===== src/rtl/stream_demux4.sv =====
// One-in, four-out stream demux with a one-entry register per channel; optional accept counter under STREAM_DEMUX4_COUNT_EN.
// Latency 1 cycle; a beat stalls (in_ready=0) only while its target slot is full and not draining.
module stream_demux4 #(
   parameter int width = 8
) (
   input  logic             clk,
   input  logic             rst_n,
   input  logic             in_valid,
   output logic             in_ready,
   input  logic [1:0]       in_select,
   input  logic [width-1:0] in_data,
   output logic [3:0]       out_valid,
   input  logic [3:0]       out_ready,
   output logic [width-1:0] out_data0,
   output logic [width-1:0] out_data1,
   output logic [width-1:0] out_data2,
   output logic [width-1:0] out_data3,
   output logic [15:0]      beat_count
);

   logic [3:0]             valid_q, valid_d;
   logic [3:0][width-1:0]  data_q, data_d;
   logic                   accept;

   always_comb begin
      in_ready = rst_n && (!valid_q[in_select] || out_ready[in_select]);
      accept   = in_valid && in_ready;
      // A drained slot clears unless it is reloaded in the same cycle.
      valid_d  = valid_q & ~out_ready;
      data_d   = data_q;
      if (accept) begin
         valid_d[in_select] = 1'b1;
         data_d[in_select]  = in_data;
      end
   end

   always_ff @(posedge clk) begin
      if (!rst_n) begin
         valid_q <= '0;
         data_q  <= '0;
      end else begin
         valid_q <= valid_d;
         data_q  <= data_d;
      end
   end

   assign out_valid = valid_q;
   assign out_data0 = data_q[0];
   assign out_data1 = data_q[1];
   assign out_data2 = data_q[2];
   assign out_data3 = data_q[3];

`ifdef STREAM_DEMUX4_COUNT_EN
   logic [15:0] count_q, count_d;

   always_comb begin
      count_d = count_q;
      if (accept) count_d = count_q + 16'd1;
   end

   always_ff @(posedge clk) begin
      if (!rst_n) count_q <= '0;
      else        count_q <= count_d;
   end

   assign beat_count = count_q;
`else
   assign beat_count = '0;
`endif

endmodule


===== config.mk =====
export PLATFORM = sky130hd
export DESIGN_NAME = stream_demux4
export DESIGN_NICKNAME = d
export VERILOG_FILES = /design/src/rtl/stream_demux4.sv
export SDC_FILE = /design/constraint.sdc
export NUM_CORES = 1
export LEC_CHECK = 0
export ABC_AREA = 1
export CORE_MARGIN = 2
export CORE_UTILIZATION = 55
export DETAILED_ROUTE_END_ITERATION = 10
export DONT_BUFFER_PORTS = 1
export PLACE_DENSITY = 0.72
export SYNTH_ARGS = -nofsm -noshare
export SYNTH_HDL_FRONTEND = slang
export SYNTH_SLANG_ARGS = --single-unit

===== constraint.sdc =====
create_clock -name clk -period 1.9 [get_ports clk]
set_clock_uncertainty 0.15 [all_clocks]
set_input_delay 0.38 -clock clk [delete_from_list [all_inputs] [get_ports clk]]
set_output_delay 0.38 -clock clk [all_outputs]
set_load 0.01 [all_outputs]

==> flow_metrics.env <==
export IMPL_maxCapViolCount=0
export IMPL_crit_type="in -> reg"
export IMPL_endpoint_kind="register"
export IMPL_synth_avg_cell_area_sq_um=6.863
export IMPL_worst_path_max_fanout=31
export IMPL_ys_seq_area_frac=0.3978
export IMPL_dieArea_sq_mm=0.003769
export IMPL_die_h_microns=61.40
export IMPL_r2r_cells=9
export IMPL_dp_hpwl_mm=2.399
export IMPL_status="finished clean"
export IMPL_netlist_area_sq_mm=0.001812
export IMPL_gp_congestion=0.8968
export IMPL_irDropWorstVdd_uv=395.1
export IMPL_portBuffers=0
export IMPL_drtPass1Iterations=4
export IMPL_cts_buffer_depth=2
export IMPL_drt_iter0_markers=88
export IMPL_clock_power_share=0.292
export IMPL_hold_class="in -> reg"
export IMPL_worstSkewPairLatency_ns=0.34
export IMPL_coreArea_sq_mm=0.003103
export IMPL_drive_gt1_frac=0.07463
export IMPL_drt_wl_total_mm=3.567
export IMPL_via_count=1386
export IMPL_max_stage_delay_ns=1.28
export IMPL_p_leak_nw=0.9846
export IMPL_slew_headroom=0.2480
export IMPL_fin_ws_ns=0.1054
export IMPL_die_w_microns=61.40
export IMPL_clkTransAtPathRegs_ns=0.11
export IMPL_power_density_mw_per_mm2=726.6
export IMPL_worstPathArrival_ns=1.93
export IMPL_fp_row_count=20
export IMPL_most_common_layout_cells="nand2_1, nor2_1, inv_1, dfxtp_1, conb_1"
export IMPL_grt_usage=0.1964
export IMPL_via_per_inst=4.442
export IMPL_cts_setup_buffers=0
export IMPL_drc=0
export IMPL_antenna_found_initial=0
export IMPL_postCtsResizedCells=0
export IMPL_syn_to_final_growth_pct=0.7596
export IMPL_grt_setup_unrepaired="no"
export IMPL_grt_max_degree=32
export IMPL_grt_overflow=0
export IMPL_grt_pass1_wl_mm=5.306
export IMPL_ys_ff_latch=36
export IMPL_hold_viol_final=0
export IMPL_pre_cts_ws_ns=0.3436
export IMPL_seqPwrFrac=0.612
export IMPL_final_common_cell="nand2_1"
export IMPL_wl_per_cell_microns=11.43
export IMPL_ys_warn_count=0
export IMPL_cp_required_ns=2.03
export IMPL_period_minus_slack_ns=1.795
export IMPL_initial_utilization=0.5839
export IMPL_pwr_share_comb=0.096
export IMPL_crit_buf_inv=1
export IMPL_clockRootBuffer="clkbuf_4"
export IMPL_synthCells=264
export IMPL_n_antenna_cell=0
export IMPL_slowest_stage="dlygate4sd3_1"
export IMPL_cp_depth=3
export IMPL_synthDistinctLibCells=19
export IMPL_setup_viol=0
export IMPL_cts_hold_buffers=2
export IMPL_cts_sinks=36
export IMPL_cts_buffers=5
export IMPL_layout_nets=285
export IMPL_fmax_mhz=557.2
export IMPL_io_pins=70
export IMPL_switchingPower_mw=0.3653
export IMPL_holdPathStages=2
export IMPL_cts_htree_levels=2
export IMPL_cts_tree="yes"
export IMPL_grt_pass1_vias=1073
export IMPL_ant_nets=0
export IMPL_slew_violations=0
export IMPL_crit_path_start_kind="primary input"
export IMPL_crit_chain="dlygate4sd3_1 -> nand2_1 -> nor2_1"
export IMPL_tightest_slew_ns=1.124
export IMPL_intPower_mw=0.9611
export IMPL_critical_path_top_delay_family="buffers and inverters"
export IMPL_tns_ns=0
export IMPL_min_period_over_period=0.9445
export IMPL_swShare=0.2754
==> flip-flops by register name, indices dropped and copies added, names as in the netlist <==
| name | flops |
|---|---|
| out_data0 | 8 |
| out_data1 | 8 |
| out_data2 | 8 |
| out_data3 | 8 |
| out_valid | 4 |
==> cell type report <==
type / count / area [sq um]
inverter: 40 / 150.1
fill: 323 / 1277
multi-input combinational: 178 / 783.3
clock inverter: 1 / 5.005
sequential: 36 / 720.7
tap: 44 / 55.05
timing repair buffer: 7 / 70.07
clock buffer: 6 / 41.29
==> routing by layer <==
metal	track usage	up-vias	wire [microns]	share of wire
met5	0	-	0	0
met4	0.06383	0	58	0.016
met3	0.09874	8	346	0.097
met2	0.2781	51	1572	0.44
met1	0.2610	591	1590	0.45
li1	-	736	-	-
==> power groups by stage <==
stage | Clock, mW | Combinational (mW) | Sequential [mW]
after floorplan | 0 | 0.142 | 0.824
after global placement | 0 | 0.103 | 0.829
after detailed placement | 0 | 0.104 | 0.830
after CTS | 0.402 | 0.118 | 0.812
after global routing | 0.439 | 0.146 | 0.816
final | 0.387 | 0.128 | 0.811
==> Yosys cell counts <==
master    instances  area [sq um]
nand2_1          78         292.8
nand2_4           2         22.52
inv_1            38         142.6
inv_2             2         7.510
a21oi_1           5         25.02
conb_1            1         3.750
buf_4            17         127.6
buf_2             1         5.000
clkbuf_1          1         3.750
dfxtp_1          36         720.7
nor2_4            1         11.26
nand4_4           4         85.08
nor2_2            3         18.77
nor2_1           64         240.2
clkbuf_8          1         13.76
nand2_2           2         12.51
buf_8             2         30.03
buf_6             3         33.78
nand3_1           3         15.01
==> cell families after synthesis <==
kind of cell	count (synthesis)	share of synthesized area
other	1	0.002070
AOI/OAI and AO/OA	5	0.01381
buffers and inverters	65	0.2010
DFF	36	0.3978
and+or+nand+nor	157	0.3854
==> metrics by stage <==
stage | power, mW | util | hold WS, ns | instance area, sq um | instances
final | 1.326 | 0.5883 | 0.01131 | 1826 | 312
after global routing | 1.400 | 0.5883 | 0.001511 | 1826 | 312
after CTS | 1.332 | 0.5722 | 0.001993 | 1775 | 307
after detailed placement | 0.9336 | 0.5508 | 0.3581 | 1709 | 298
after global placement | 0.9322 | 0.5508 | 0.3556 | 1709 | 298
after floorplan | 0.9661 | - | 0.3489 | 1868 | 279
==> final timing paths <==
| kind | end | slack, ns | start |
|---|---|---|---|
| max | out_data1[2] | 0.11 | rst_n |
| min reg2reg | out_valid[1] | 0.38 | out_valid[1] |
| max reg2reg | out_data1[0] | 0.34 | out_valid[2] |
| min | out_data3[3] | 0.01 | in_data[3] |
==> worst register-to-register path, cell delays in order (launching register included) <==
cell and delay [ns]:
dfxtp_1 0.37, nand2_1 0.08, nand2_1 0.04, nand2_1 0.09, nand2_4 0.07, nand2_4 0.12
nand4_4 0.25, nand2_1 0.14, nand2_1 0.06, nor2_1 0.13
Power figures use the tool's default switching activity.
